File: src/rtl/dco_frac_gen.sv
// dco_frac_gen: clock divider DCO with priority/linear half-period codes,
// fractional dither accumulator and glitch-free shadow code loading.
module dco_frac_gen #(
   parameter int CODE_W   = 8,
   parameter int CNT_W    = 8,
   parameter int FRAC_W   = 4,
   parameter int MIN_HALF = 2,
   parameter int DEF_HALF = 50
) (
   input  logic              clk,
   input  logic              rst_n,
   input  logic              ena,
   input  logic              code_load,
   input  logic              mode_in,
   input  logic [CODE_W-1:0] code_in,
   input  logic [FRAC_W-1:0] frac_in,
   output logic              code_busy,
   output logic              dco_out,
   output logic              tick,
   output logic [CNT_W-1:0]  half_out
);

   localparam int HMAX = (1 << CNT_W) - 2;

   generate
      if ((CODE_W + 2 > HMAX) || (DEF_HALF > HMAX) ||
          (MIN_HALF < 1) || (MIN_HALF > HMAX)) begin : g_bad_param
         $error("dco_frac_gen: illegal parameter combination");
      end
   endgenerate

   // active code, used for the half-period in progress
   logic              r_mode;
   logic [CODE_W-1:0] r_code;
   logic [FRAC_W-1:0] r_frac;

   // shadow (pending) code
   logic              r_pv;
   logic              r_pmode;
   logic [CODE_W-1:0] r_pcode;
   logic [FRAC_W-1:0] r_pfrac;

   logic [CNT_W-1:0]  r_cnt;
   logic              r_dco;
   logic              r_tick;
   logic [FRAC_W-1:0] r_acc;
   logic              r_c;

   logic [CNT_W-1:0]  w_h_pri;
   logic [CNT_W-1:0]  w_h_lin;
   logic [CNT_W-1:0]  w_h;
   logic [CNT_W-1:0]  w_heff;
   logic [31:0]       w_code_ext;
   logic              w_tog;
   logic [FRAC_W-1:0] w_nfrac;
   logic [FRAC_W:0]   w_sum;

   // half-period from the active code: leading-one index or clamped value
   always_comb begin
      w_h_pri = CNT_W'(DEF_HALF);
      for (int i = 0; i < CODE_W; i++) begin
         if (r_code[i]) w_h_pri = CNT_W'(i + 3);
      end
      w_code_ext = 32'(r_code);
      if (w_code_ext < 32'(MIN_HALF))
         w_h_lin = CNT_W'(MIN_HALF);
      else if (w_code_ext > 32'(HMAX))
         w_h_lin = CNT_W'(HMAX);
      else
         w_h_lin = w_code_ext[CNT_W-1:0];
      w_h = r_mode ? w_h_lin : w_h_pri;
   end

   // effective length, toggle condition and the dither add for the next half
   always_comb begin
      w_heff  = w_h + CNT_W'(r_c);
      w_tog   = ena && (r_cnt == (w_heff - CNT_W'(1)));
      // the frac that governs the half starting at this toggle
      w_nfrac = r_pv ? r_pfrac : r_frac;
      w_sum   = {1'b0, r_acc} + {1'b0, w_nfrac};
   end

   // half-period counter, output square wave and toggle pulse
   always_ff @(posedge clk or negedge rst_n) begin
      if (!rst_n) begin
         r_cnt  <= '0;
         r_dco  <= 1'b0;
         r_tick <= 1'b0;
      end else begin
         r_tick <= w_tog;
         if (w_tog) begin
            r_cnt <= '0;
            r_dco <= ~r_dco;
         end else if (ena) begin
            r_cnt <= r_cnt + CNT_W'(1);
         end
      end
   end

   // dither accumulator; its carry lengthens the next half-period by one
   always_ff @(posedge clk or negedge rst_n) begin
      if (!rst_n) begin
         r_acc <= '0;
         r_c   <= 1'b0;
      end else if (w_tog) begin
         r_acc <= w_sum[FRAC_W-1:0];
         r_c   <= w_sum[FRAC_W];
      end
   end

   // shadow capture and transfer to the active code only at a toggle
   always_ff @(posedge clk or negedge rst_n) begin
      if (!rst_n) begin
         r_mode  <= 1'b0;
         r_code  <= '0;
         r_frac  <= '0;
         r_pv    <= 1'b0;
         r_pmode <= 1'b0;
         r_pcode <= '0;
         r_pfrac <= '0;
      end else if (ena) begin
         if (w_tog) begin
            r_pv <= 1'b0;
            if (r_pv) begin
               r_mode <= r_pmode;
               r_code <= r_pcode;
               r_frac <= r_pfrac;
            end
         end
         // a load in the toggle cycle becomes the next pending code
         if (code_load) begin
            r_pv    <= 1'b1;
            r_pmode <= mode_in;
            r_pcode <= code_in;
            r_pfrac <= frac_in;
         end
      end
   end

   assign code_busy = r_pv;
   assign dco_out   = r_dco;
   assign tick      = r_tick;
   assign half_out  = w_heff;

endmodule

File: config.mk
export PLATFORM = sky130hd
export DESIGN_NAME = dco_frac_gen
export DESIGN_NICKNAME = d
export VERILOG_FILES = /design/src/rtl/dco_frac_gen.sv
export SDC_FILE = /design/constraint.sdc
export NUM_CORES = 1
export LEC_CHECK = 0
export ABC_CLOCK_PERIOD_IN_PS = 4100
export CAP_MARGIN = 20
export CORE_MARGIN = 5
export CORE_UTILIZATION = 43
export DETAILED_ROUTE_END_ITERATION = 10
export GPL_TIMING_DRIVEN = 0
export PLACE_DENSITY = 0.71
export RECOVER_POWER = 100
export SLEW_MARGIN = 20
export SYNTH_ARGS = -nofsm -noshare
export SYNTH_HDL_FRONTEND = slang
export SYNTH_SLANG_ARGS = --single-unit
File: constraint.sdc
create_clock -name clk -period 4.1 [get_ports clk]
set_input_delay 0.82 -clock clk [delete_from_list [all_inputs] [get_ports clk]]
set_output_delay 0.82 -clock clk [all_outputs]
set_load 0.01 [all_outputs]
==> results of run 1 <==
[cells in the mapped netlist, types with 2 or more instances]
master	count
dfrtp_1	42
mux2_2	26
nor2_1	22
nand2_1	17
inv_1	14
xnor2_1	12
a21oi_1	9
mux2_4	9
ha_1	8
xor2_1	8
clkbuf_1	7
nor3_1	7
nand3_1	5
o21ai_0	5
nand4_1	4
nor4_1	4
a211o_1	3
buf_2	3
o22ai_1	3
a21o_1	2
and2_1	2
and4_1	2
buf_1	2
buf_4	2
buf_6	2
mux2i_1	2
nor4b_1	2
o31a_1	2
or4_1	2
[metal layers]
layer / up-vias / global-route usage [%]
met3: 8 / 3.23
met4: 0 / 5.95
li1: 1007 / -
met1: 1026 / 21.5
met2: 63 / 26.2
met5: - / 0
[area by class of cell]
type / count / area [um2] / share of cell area (%)
Inverter: 14 / 52.6 / 1.54
Multi-Input combinational cell: 186 / 1650 / 48.2
Clock buffer: 7 / 76.3 / 2.24
Timing Repair Buffer: 40 / 383 / 11.2
Buffer: 11 / 77.6 / 2.27
Clock inverter: 1 / 30.0 / 0.879
Tap cell: 75 / 93.8 / 2.75
Sequential cell: 42 / 1060 / 30.9
[kinds of logic after synthesis]
kind of cell | synth area share (%)
AO/OA/AOI/OAI | 10.3
adder cells (fa/ha/maj) | 4.45
multiplexers | 16.6
AND/OR/NAND/NOR | 16.7
flip-flops | 38.9
buffers and inverters | 5.14
XOR/XNOR | 7.92
[where the power goes]
group	switching, mW	internal, mW	leakage, nW	total, mW
logic	0.623	0.616	0.937	1.24
registers	0.0848	0.502	0.529	0.587
clock network	0.137	0.182	0.0524	0.319
[registers in the layout, summed over array words and instances (netlist names), 4 cells and up]
name / flops
r_pcode: 8
r_frac: 4
r_pfrac: 4
r_acc: 4
r_cnt: 8
r_code: 8
[how the worst max path moves through the flow]
stage,from,end,slack [ns],cells past startpoint
after floorplan,r_code[3],r_acc[3],0.001,16
after global placement,r_code[3],r_frac[2],-0.42,16
after detailed placement,r_code[3],r_code[6],-0.47,16
after CTS,r_code[1],r_acc[1],0.006,17
after global routing,r_code[5],r_frac[3],-0.05,18
final,r_code[3],r_code[1],0.14,16
[repair_timing]
| item | CTS | global route |
|---|---|---|
| gates resized for setup | 19 | 17 |
| gates cloned | 1 | 0 |
| endpoints found under the setup margin | 31 | 32 |
| hold buffers | 0 | 0 |
| buffers inserted | 9 | 3 |
| pin swaps | 5 | 11 |
==> impl_results.md, run 1 <==
* Run status: finished, violations left
* Violated checks: max-capacitance violations, max-slew violations
* Grt total ovfl at 0
* Final Hold Slack at 0.471 ns
* M1 wire length at 2500 um
* Clock Skew at 0.00940 ns
* DR WL/cell at 15.5 um
* Placed insts at 360
* Clock root buffer: clkbuf_8
* Gpl congestion at 0.872
* Worst-path maximum fanout at 9
* Most common flop cell mapped by yosys: dfrtp_1
* Buffers added on ports at 26
* Pwr Total at 2.15 mW
* Top Ports at 28
* CTS max path bufs at 2
* CTS tree: done
* Hold crit path type: flop to flop
* Area share of the largest cell type after synthesis at 38.9%
* Die ar. at 7960 um2
* PwrDens at 628 nW/um2
* Routed WL at 5840 um
* Post-Syn Area at 2700 um2
* Worst-path cell chain: or4_4 -> o2111ai_4 -> nand2_2 -> ha_4 -> ha_4 -> inv_1 -> ha_2 -> nor3_2 -> nand2_1 -> mux2_4 -> nor3_4 -> a2bb2oi_2 -> a2111oi_4 -> buf_6 -> nand2_8 -> mux2_4
* Clock transition at path regs at 0.08 ns
* Final number of setup-violating endpoints at 0
* Top sig layer: met4
* Row count at 28
* Number of clock sinks at 42
* Final Non-Filler Cells at 376
* Share of cells above drive strength 1 at 30.9%
* Total GRT Usage at 16.2%
* Final TNS setup at 0 ns
* Final Hold Fails at 0
* Drt first pass iters at 4
* First-pass GRT wire length at 10,000 um
* DIE WIDTH at 89.2 um
* Worst setup EP type: flop
* Max cap viols at 1
* Met3 WL at 290 um
* DP Worst Slack at -0.468 ns
* Period utilization at 96.6%
* Dpl hpwl at 3930 um
* Max Slew Vio Count at 31
* Initial core utilization at 44.8%
* TritonCTS Buffers at 5
* Area contributors post-synth: dfrtp_1 (39%), mux2_2 (11%), mux2_4 (5.0%)
* Worst hold endpoint: dco_out
* CP max stage delay at 0.56 ns
* Core area at 6030 um2
* Slew @ Worst Pin at 1.59 ns
* Crit Path Category: flop to flop
* Final Instance Area at 3410 um2
* Nets at 326
* Seq cells post-synth at 42
* Antenna Violating Nets Remaining at 0
* Ys async rst share at 100%
* Maximum vdd drop at 410 uV
* Chip height at 89.2 um
* Max-slew headroom at -5.68%
* Reg-to-reg slack, setup at 0.14 ns
* Vias at 2,104
* Delay-heaviest family, CP: simple AND/OR/NAND/NOR gates
* Worst hold path depth at 1
* Achievable frequency at 252 MHz
* Via density at 5.60
* Ant. Diodes at 0
* FF-to-FF path depth at 16
* Routed wl met2 at 2940 um
* Sequential area share after synthesis at 38.9%
* FILL cells at 536
* Most common cell after layout, fill and taps aside: dfrtp_1
* Vias in the first global route at 2,101
* Post-DP Area at 3100 um2
* Leading area contributor after synthesis: dfrtp_1
* Post-Syn Instances at 258
* Minimum clock period at 3.96 ns
* Worst-Skew Late Latency at 0.29 ns
* Lkg Pwr at 1.52 nW
* DRC viols at 0
* EDFF count, synth at 0
* CTS H-Tree Depth at 2
* Most frequent cells in the layout: dfrtp_1 (38), mux2_2 (25), nor2_1 (21), nand2_1 (15), clkdlybuf4s50_1 (15)
* Ys Warns at 0
* Final setup margin at 0.138 ns
* Hold Crit Start: dco_out
* Syn_nets at 284
* Worst path bufs/invs at 2
* Slowest cell on crit path: or4_4
* Crit path required time at 4.27 ns
* End of the worst register-to-register path: r_code[1]
* Crit path DAT at 4.14 ns
* Area growth, synth to finish at 26.5%
* Initial antenna violation count at 0
* Synth unique cells at 59
* Largest net degree at the start of global routing at 31
* Worst flop-to-flop path startpoint: r_code[3]
* Element type at the critical path start: flop
* Final Util at 56.7%
* Synth Area per Inst at 10.5 um2
* Drt initial violations at 134
Note: power is estimated with default switching activity, not from simulation.
==> run 2: changes to the inputs <==
- ABC_AREA: not set -> 0
- GPL_TIMING_DRIVEN: 0 -> 1
- RECOVER_POWER: 100 -> 25
==> impl_results.md, run 2 (same netlist as run 1, synthesis figures left out) <==
* Run status: finished, violations left
* Violated checks: max-capacitance violations, max-slew violations
* Crit path required time at 4.28 ns (about the same)
* Final number of setup-violating endpoints at 0 (unchanged)
* CP max stage delay at 0.55 ns (about the same)
* Maximum vdd drop at 374 uV (-8.9%)
* Delay-heaviest family, CP: compound AO/OA/AOI/OAI gates
* Period utilization at 96.1% (-0.48 points)
* End of the worst register-to-register path: r_frac[3]
* TritonCTS Buffers at 5 (unchanged)
* Area growth, synth to finish at 20.6%
* Drt initial violations at 97 (-28%)
* Worst-path cell chain: or3_2 -> o2111ai_1 -> nand2_1 -> ha_2 -> ha_4 -> and3_1 -> a211o_1 -> o211ai_1 -> mux2_2 -> nor3_2 -> a2bb2oi_2 -> a2111oi_4 -> buf_4 -> buf_8 -> mux2_2
* DRC viols at 0 (unchanged)
* Minimum clock period at 3.94 ns (-0.0198 ns)
* Worst setup EP type: flop
* Largest net degree at the start of global routing at 43 (+39%)
* Buffers added on ports at 27 (+3.8%)
* Top Ports at 28 (unchanged)
* CTS H-Tree Depth at 2 (unchanged)
* Element type at the critical path start: flop
* Core area at 6030 um2 (unchanged)
* Clock root buffer: clkbuf_8
* Worst flop-to-flop path startpoint: r_code[7]
* GRT met1 Usage at 19.7% (-1.8 points)
* Nets at 320 (-1.8%)
* Vias in the first global route at 2,031 (-3.3%)
* Worst-path maximum fanout at 11 (+2)
* Worst path bufs/invs at 2 (unchanged)
* DP Worst Slack at 0.0579 ns (+0.526 ns)
* Worst-Skew Late Latency at 0.29 ns (about the same)
* Grt met2 use at 26.1% (-0.13 points)
* Initial core utilization at 44.8% (unchanged)
* First-pass GRT wire length at 9600 um (-4.3%)
* Critical Path Sink: r_frac[3]
* Ant. Diodes at 0 (unchanged)
* Busiest layer in global routing: met2
* CTS max path bufs at 2 (unchanged)
* Hold crit path type: flop to flop
* Slew @ Worst Pin at 2.27 ns (+0.681 ns)
* Number of clock sinks at 42 (unchanged)
* Clock transition at path regs at 0.08 ns (about the same)
* Chip height at 89.2 um (unchanged)
* Crit path DAT at 4.12 ns (-0.02 ns)
* Reg-to-reg slack, setup at 0.16 ns (+0.02 ns)
* Share of cells above drive strength 1 at 26.8% (-4.1 points)
* Most frequent CP cell: mux2_2
* Most frequent cells in the layout: dfrtp_1 (42), mux2_2 (26), clkdlybuf4s50_1 (26), nor2_1 (21), nand2_1 (17)
* FF-to-FF path depth at 15 (-1)
* Max-slew headroom at -51.1% (-45 points)
* Pwr Total at 2.05 mW (-4.3%)
* Largest registers: r_cnt: 8 flops, r_code: 8 flops, r_pcode: 8 flops
* Die ar. at 7960 um2 (unchanged)
* Max cap viols at 1 (unchanged)
* Gpl congestion at 0.842 (-3.4%)
* Grt total ovfl at 0 (unchanged)
* Total GRT Usage at 15.6% (-0.57 points)
* FILL cells at 539 (+0.56%)
* Crit Path Category: flop to flop
* Final setup margin at 0.158 ns (+0.0198 ns)
* PwrDens at 631 nW/um2 (+0.38%)
* Crit. Startpoint: r_code[7]
* Dpl hpwl at 4110 um (+4.5%)
* DR WL/cell at 15.2 um (-1.9%)
* Antenna Violating Nets Remaining at 0 (unchanged)
* Clock Skew at 0.0101 ns (+0.000706 ns)
* Initial antenna violation count at 0 (unchanged)
* Row count at 28 (unchanged)
* Lkg Pwr at 1.48 nW (-2.7%)
* Slowest cell on crit path: or3_2
* Post-cts hold buffer count at 0 (unchanged)
* Vias at 2,031 (-3.5%)
* Final Hold Fails at 0 (unchanged)
* Routed WL at 5630 um (-3.5%)
* Max Slew Vio Count at 43 (+39%)
* Crit. path cell count at 15 (-1)
* Achievable frequency at 254 MHz (+0.50%)
* Most common cell after layout, fill and taps aside: dfrtp_1
* Drt first pass iters at 4 (unchanged)
* CTS tree: done
* Via density at 5.49 (-1.9%)
* DIE WIDTH at 89.2 um (unchanged)
* Met3 usage at 3.13% (-0.092 points)
-- run 2: cell count changes in the layout (fill, tap and decap cells not counted), sizes merged --
cell	change
clkdlybuf4s50	+11
dlygate4sd3	-10
clkbuf	-6
buf	-1
bufinv	-1
clkinv	+1
-- run 2: layer usage --
layer | routed length [um] | vias up
met3 | 189 | 11
met1 | 2540 | 989
met5 | 0 | -
met4 | 119 | 0
li1 | - | 990
met2 | 2790 | 41
-- run 2: power breakdown --
group	internal, mW	total, mW	switching (mW)
sequential	0.501	0.597	0.0964
combinational	0.607	1.19	0.579
clock	0.136	0.270	0.135
-- run 2: worst min-delay path by stage --
stage | startpoint | to | slack, ns | cells after the start
floorplan | r_pfrac[0] | r_pfrac[0] | 0.47 | 1
global placement | dco_out | dco_out | 0.46 | 1
detailed placement | dco_out | dco_out | 0.46 | 1
CTS | dco_out | dco_out | 0.48 | 1
global route | dco_out | dco_out | 0.52 | 1
finish | dco_out | dco_out | 0.48 | 1
-- run 2: through the flow --
stage / utilization (%) / setup TNS, ns / area (um2) / hold slack [ns] / instances
finish: 54.0 / 0 / 3260 / 0.478 / 370
global route: 54.0 / -0.120 / 3260 / 0.521 / 370
CTS: 53.2 / 0 / 3210 / 0.481 / 368
detailed placement: 51.7 / 0 / 3120 / 0.464 / 360
global placement: 51.7 / 0 / 3120 / 0.456 / 360
floorplan: - / 0 / 2730 / 0.474 / 258
-- run 2: area by class of cell --
class / count / area, um2 / share of cell area, %
inverter: 14 / 52.6 / 1.61
clock buffer: 7 / 86.3 / 2.65
multi-input combinational: 186 / 1560 / 47.8
timing repair buffer: 45 / 410 / 12.6
sequential: 42 / 1050 / 32.3
clock inverter: 1 / 5.00 / 0.154
tap: 75 / 93.8 / 2.88
-- run 2: timing repair --
action / in CTS / in global routing
setup buffers: 0 / 2
gates resized for setup: 0 / 8
hold endpoints to repair: 0 / 0
setup endpoints to repair: 0 / 22
==> run 3: changes to the inputs <==
- CORE_UTILIZATION: 43 -> 51
- PLACE_DENSITY: 0.71 -> 0.81
==> impl_results.md, run 3 (same netlist as run 1, synthesis figures left out) <==
* Worst-path maximum fanout at 10 (-1)
* Final Instance Area at 3320 um2 (+1.9%)
* Antenna Violating Nets Remaining at 0 (unchanged)
* Max Slew Vio Count at 43 (unchanged)
* First-pass GRT wire length at 9580 um (-0.21%)
* Worst-path cell chain: or4_4 -> o2111ai_2 -> nand2_2 -> ha_4 -> ha_4 -> and3_4 -> a211o_1 -> o211ai_1 -> mux2_4 -> nor3_4 -> a2bb2oi_2 -> a2111oi_4 -> buf_4 -> buf_12 -> mux2_2
* Top Ports at 28 (unchanged)
* Vias in the first global route at 2,068 (+1.8%)
* Switch share at 39.2% (-0.19 points)
* Drt initial violations at 92 (-5.2%)
* Clock root buffer: clkbuf_8
* Initial antenna violation count at 0 (unchanged)
* Post-DP Area at 3100 um2 (-0.52%)
* Hold crit path type: flop to flop
* Run status: finished, violations left
* Via density at 5.73 (+4.4%)
* Row count at 26 (-7.1%)
* Clock transition at path regs at 0.08 ns (about the same)
* DRC viols at 0 (unchanged)
* Maximum vdd drop at 378 uV (+1.2%)
* Internal at 1.31 mW (+5.0%)
* CTS H-Tree Depth at 2 (unchanged)
* PwrDens at 647 nW/um2 (+2.7%)
* Period utilization at 97.7% (+1.6 points)
* Number of clock sinks at 42 (unchanged)
* Dpl hpwl at 4060 um (-1.2%)
* Lkg Pwr at 1.48 nW (+0.46%)
* Worst path bufs/invs at 2 (unchanged)
* Worst setup EP type: flop
* Element type at the critical path start: flop
* Routed WL at 5810 um (+3.1%)
* Share of cells above drive strength 1 at 27.5% (+0.68 points)
* DIE WIDTH at 82.8 um (-7.3%)
* Violated checks: max-capacitance violations, max-slew violations
* Worst hold endpoint: dco_out
* Hold Crit Start: dco_out
* Die ar. at 6850 um2 (-14%)
* Crit path required time at 4.28 ns (about the same)
* Most frequent cells in the layout: dfrtp_1 (42), clkdlybuf4s50_1 (26), mux2_2 (25), nor2_1 (21), nand2_1 (16)
* TritonCTS Buffers at 5 (unchanged)
* Largest net degree at the start of global routing at 43 (unchanged)
* Worst flop-to-flop path startpoint: r_code[4]
* Final number of setup-violating endpoints at 0 (unchanged)
* Slowest cell on crit path: or4_4
* Worst-Skew Late Latency at 0.29 ns (about the same)
* Achievable frequency at 250 MHz (-1.6%)
* CP max stage delay at 0.55 ns (about the same)
* Final Util at 64.6% (+11 points)
* End of the worst register-to-register path: r_acc[2]
* Crit. path cell count at 15 (unchanged)
* Sequential share of power at 28.1% (-1.0 points)
* Nets at 320 (unchanged)
* Delay-heaviest family, CP: compound AO/OA/AOI/OAI gates
* Reg-to-reg slack, setup at 0.09 ns (-0.07 ns)
* Chip height at 82.8 um (-7.3%)
* Ant. Diodes at 0 (unchanged)
* Slew @ Worst Pin at 2.16 ns (-0.104 ns)
* CTS max path bufs at 2 (unchanged)
* Register area at 1050 um2 (unchanged)
* FILL cells at 404 (-25%)
* Largest registers: r_cnt: 8 flops, r_code: 8 flops, r_pcode: 8 flops
* Clock share of power at 14.8% (+1.6 points)
* Total GRT Usage at 18.3% (+2.7 points)
* Net switching power at 843 uW (+4.1%)
* Area growth, synth to finish at 22.9%
* FF-to-FF path depth at 15 (unchanged)
* Most frequent CP cell: ha_4
* Vias at 2,091 (+3.0%)
* Crit path DAT at 4.19 ns (+0.07 ns)
* Final Hold Fails at 0 (unchanged)
* DR WL/cell at 15.9 um (+4.5%)
* Comb power frac at 57.0% (-0.8 points)
* Minimum clock period at 4.01 ns (+0.0654 ns)
* Worst hold path depth at 1 (unchanged)
* CTS tree: done
* Crit Path Category: flop to flop
* Drt first pass iters at 4 (unchanged)
* Gpl congestion at 0.897 (+6.6%)
* Initial core utilization at 52.5% (+7.7 points)
* Grt total ovfl at 0 (unchanged)
* Buffers added on ports at 27 (unchanged)
* Multi-input gate area at 1600 um2 (+2.7%)
* Max-slew headroom at -44.2% (+6.9 points)
* Most common cell after layout, fill and taps aside: dfrtp_1
* Clock Skew at 0.00457 ns (-0.00553 ns)
* Max cap viols at 1 (unchanged)
* Core area at 5140 um2 (-15%)
## run 3: cell type report
cell class | instances | share of cell area, %
Inverter | 14 | 1.58
Clock inverter | 1 | 0.905
Clock buffer | 7 | 2.30
Tap cell | 70 | 2.64
Timing Repair Buffer | 44 | 12.7
Sequential cell | 42 | 31.7
Multi-Input combinational cell | 187 | 48.2
## run 3: per-layer routing
layer | track usage [%] | part of all wire (%)
met2 | 29.8 | 50
met1 | 23.8 | 44
met5 | 0 | 0
met3 | 3.36 | 4.1
met4 | 7.68 | 2.0
## run 3: worst max path at each step
stage / start / endpoint / slack [ns]
CTS: r_code[3] / r_acc[2] / 0.008
global placement: r_code[3] / r_frac[2] / 0.19
floorplan: r_code[3] / r_acc[3] / 0.001
global route: r_code[4] / r_frac[3] / -0.05
finish: r_code[4] / r_acc[2] / 0.09
detailed placement: r_code[3] / r_acc[2] / 0.03
## run 3: worst reg2reg max path, delay by kind of cell (launching register included)
kind                     cells  cell delay [ns]
adder cells (fa/ha/maj)      2             0.37
buffers and inverters        2             0.34
flip-flops                   1             0.38
AND/OR/NAND/NOR              4             0.95
multiplexers                 2             0.70
AO/OA/AOI/OAI                5             1.16
## run 3: timing repair
action	CTS	global route
endpoints found under the hold margin	0	0
endpoints found under the setup margin	0	16
hold buffers	0	0
buffers inserted	0	3
resized for setup	0	12
## run 3: power groups by stage
stage	clock (mW)	combinational [mW]	sequential, mW
5_1_grt	0.342	1.36	0.620
3_3_place_gp	0	1.11	0.601
3_5_place_dp	0	1.15	0.608
4_1_cts	0.326	1.16	0.600
6_report	0.319	1.23	0.605
2_1_floorplan	0	0.863	0.561
## run 3: per-stage QoR
stage	instances	hold slack, ns	setup TNS [ns]	power (mW)	setup WS (ns)
after global routing	365	0.500	-0.373	2.32	-0.0526
final	365	0.474	0	2.15	0.0926
after detailed placement	352	0.459	0	1.76	0.0273
after floorplan	258	0.474	0	1.42	0.00113
after CTS	360	0.481	0	2.09	0.00750
after global placement	352	0.468	0	1.72	0.186
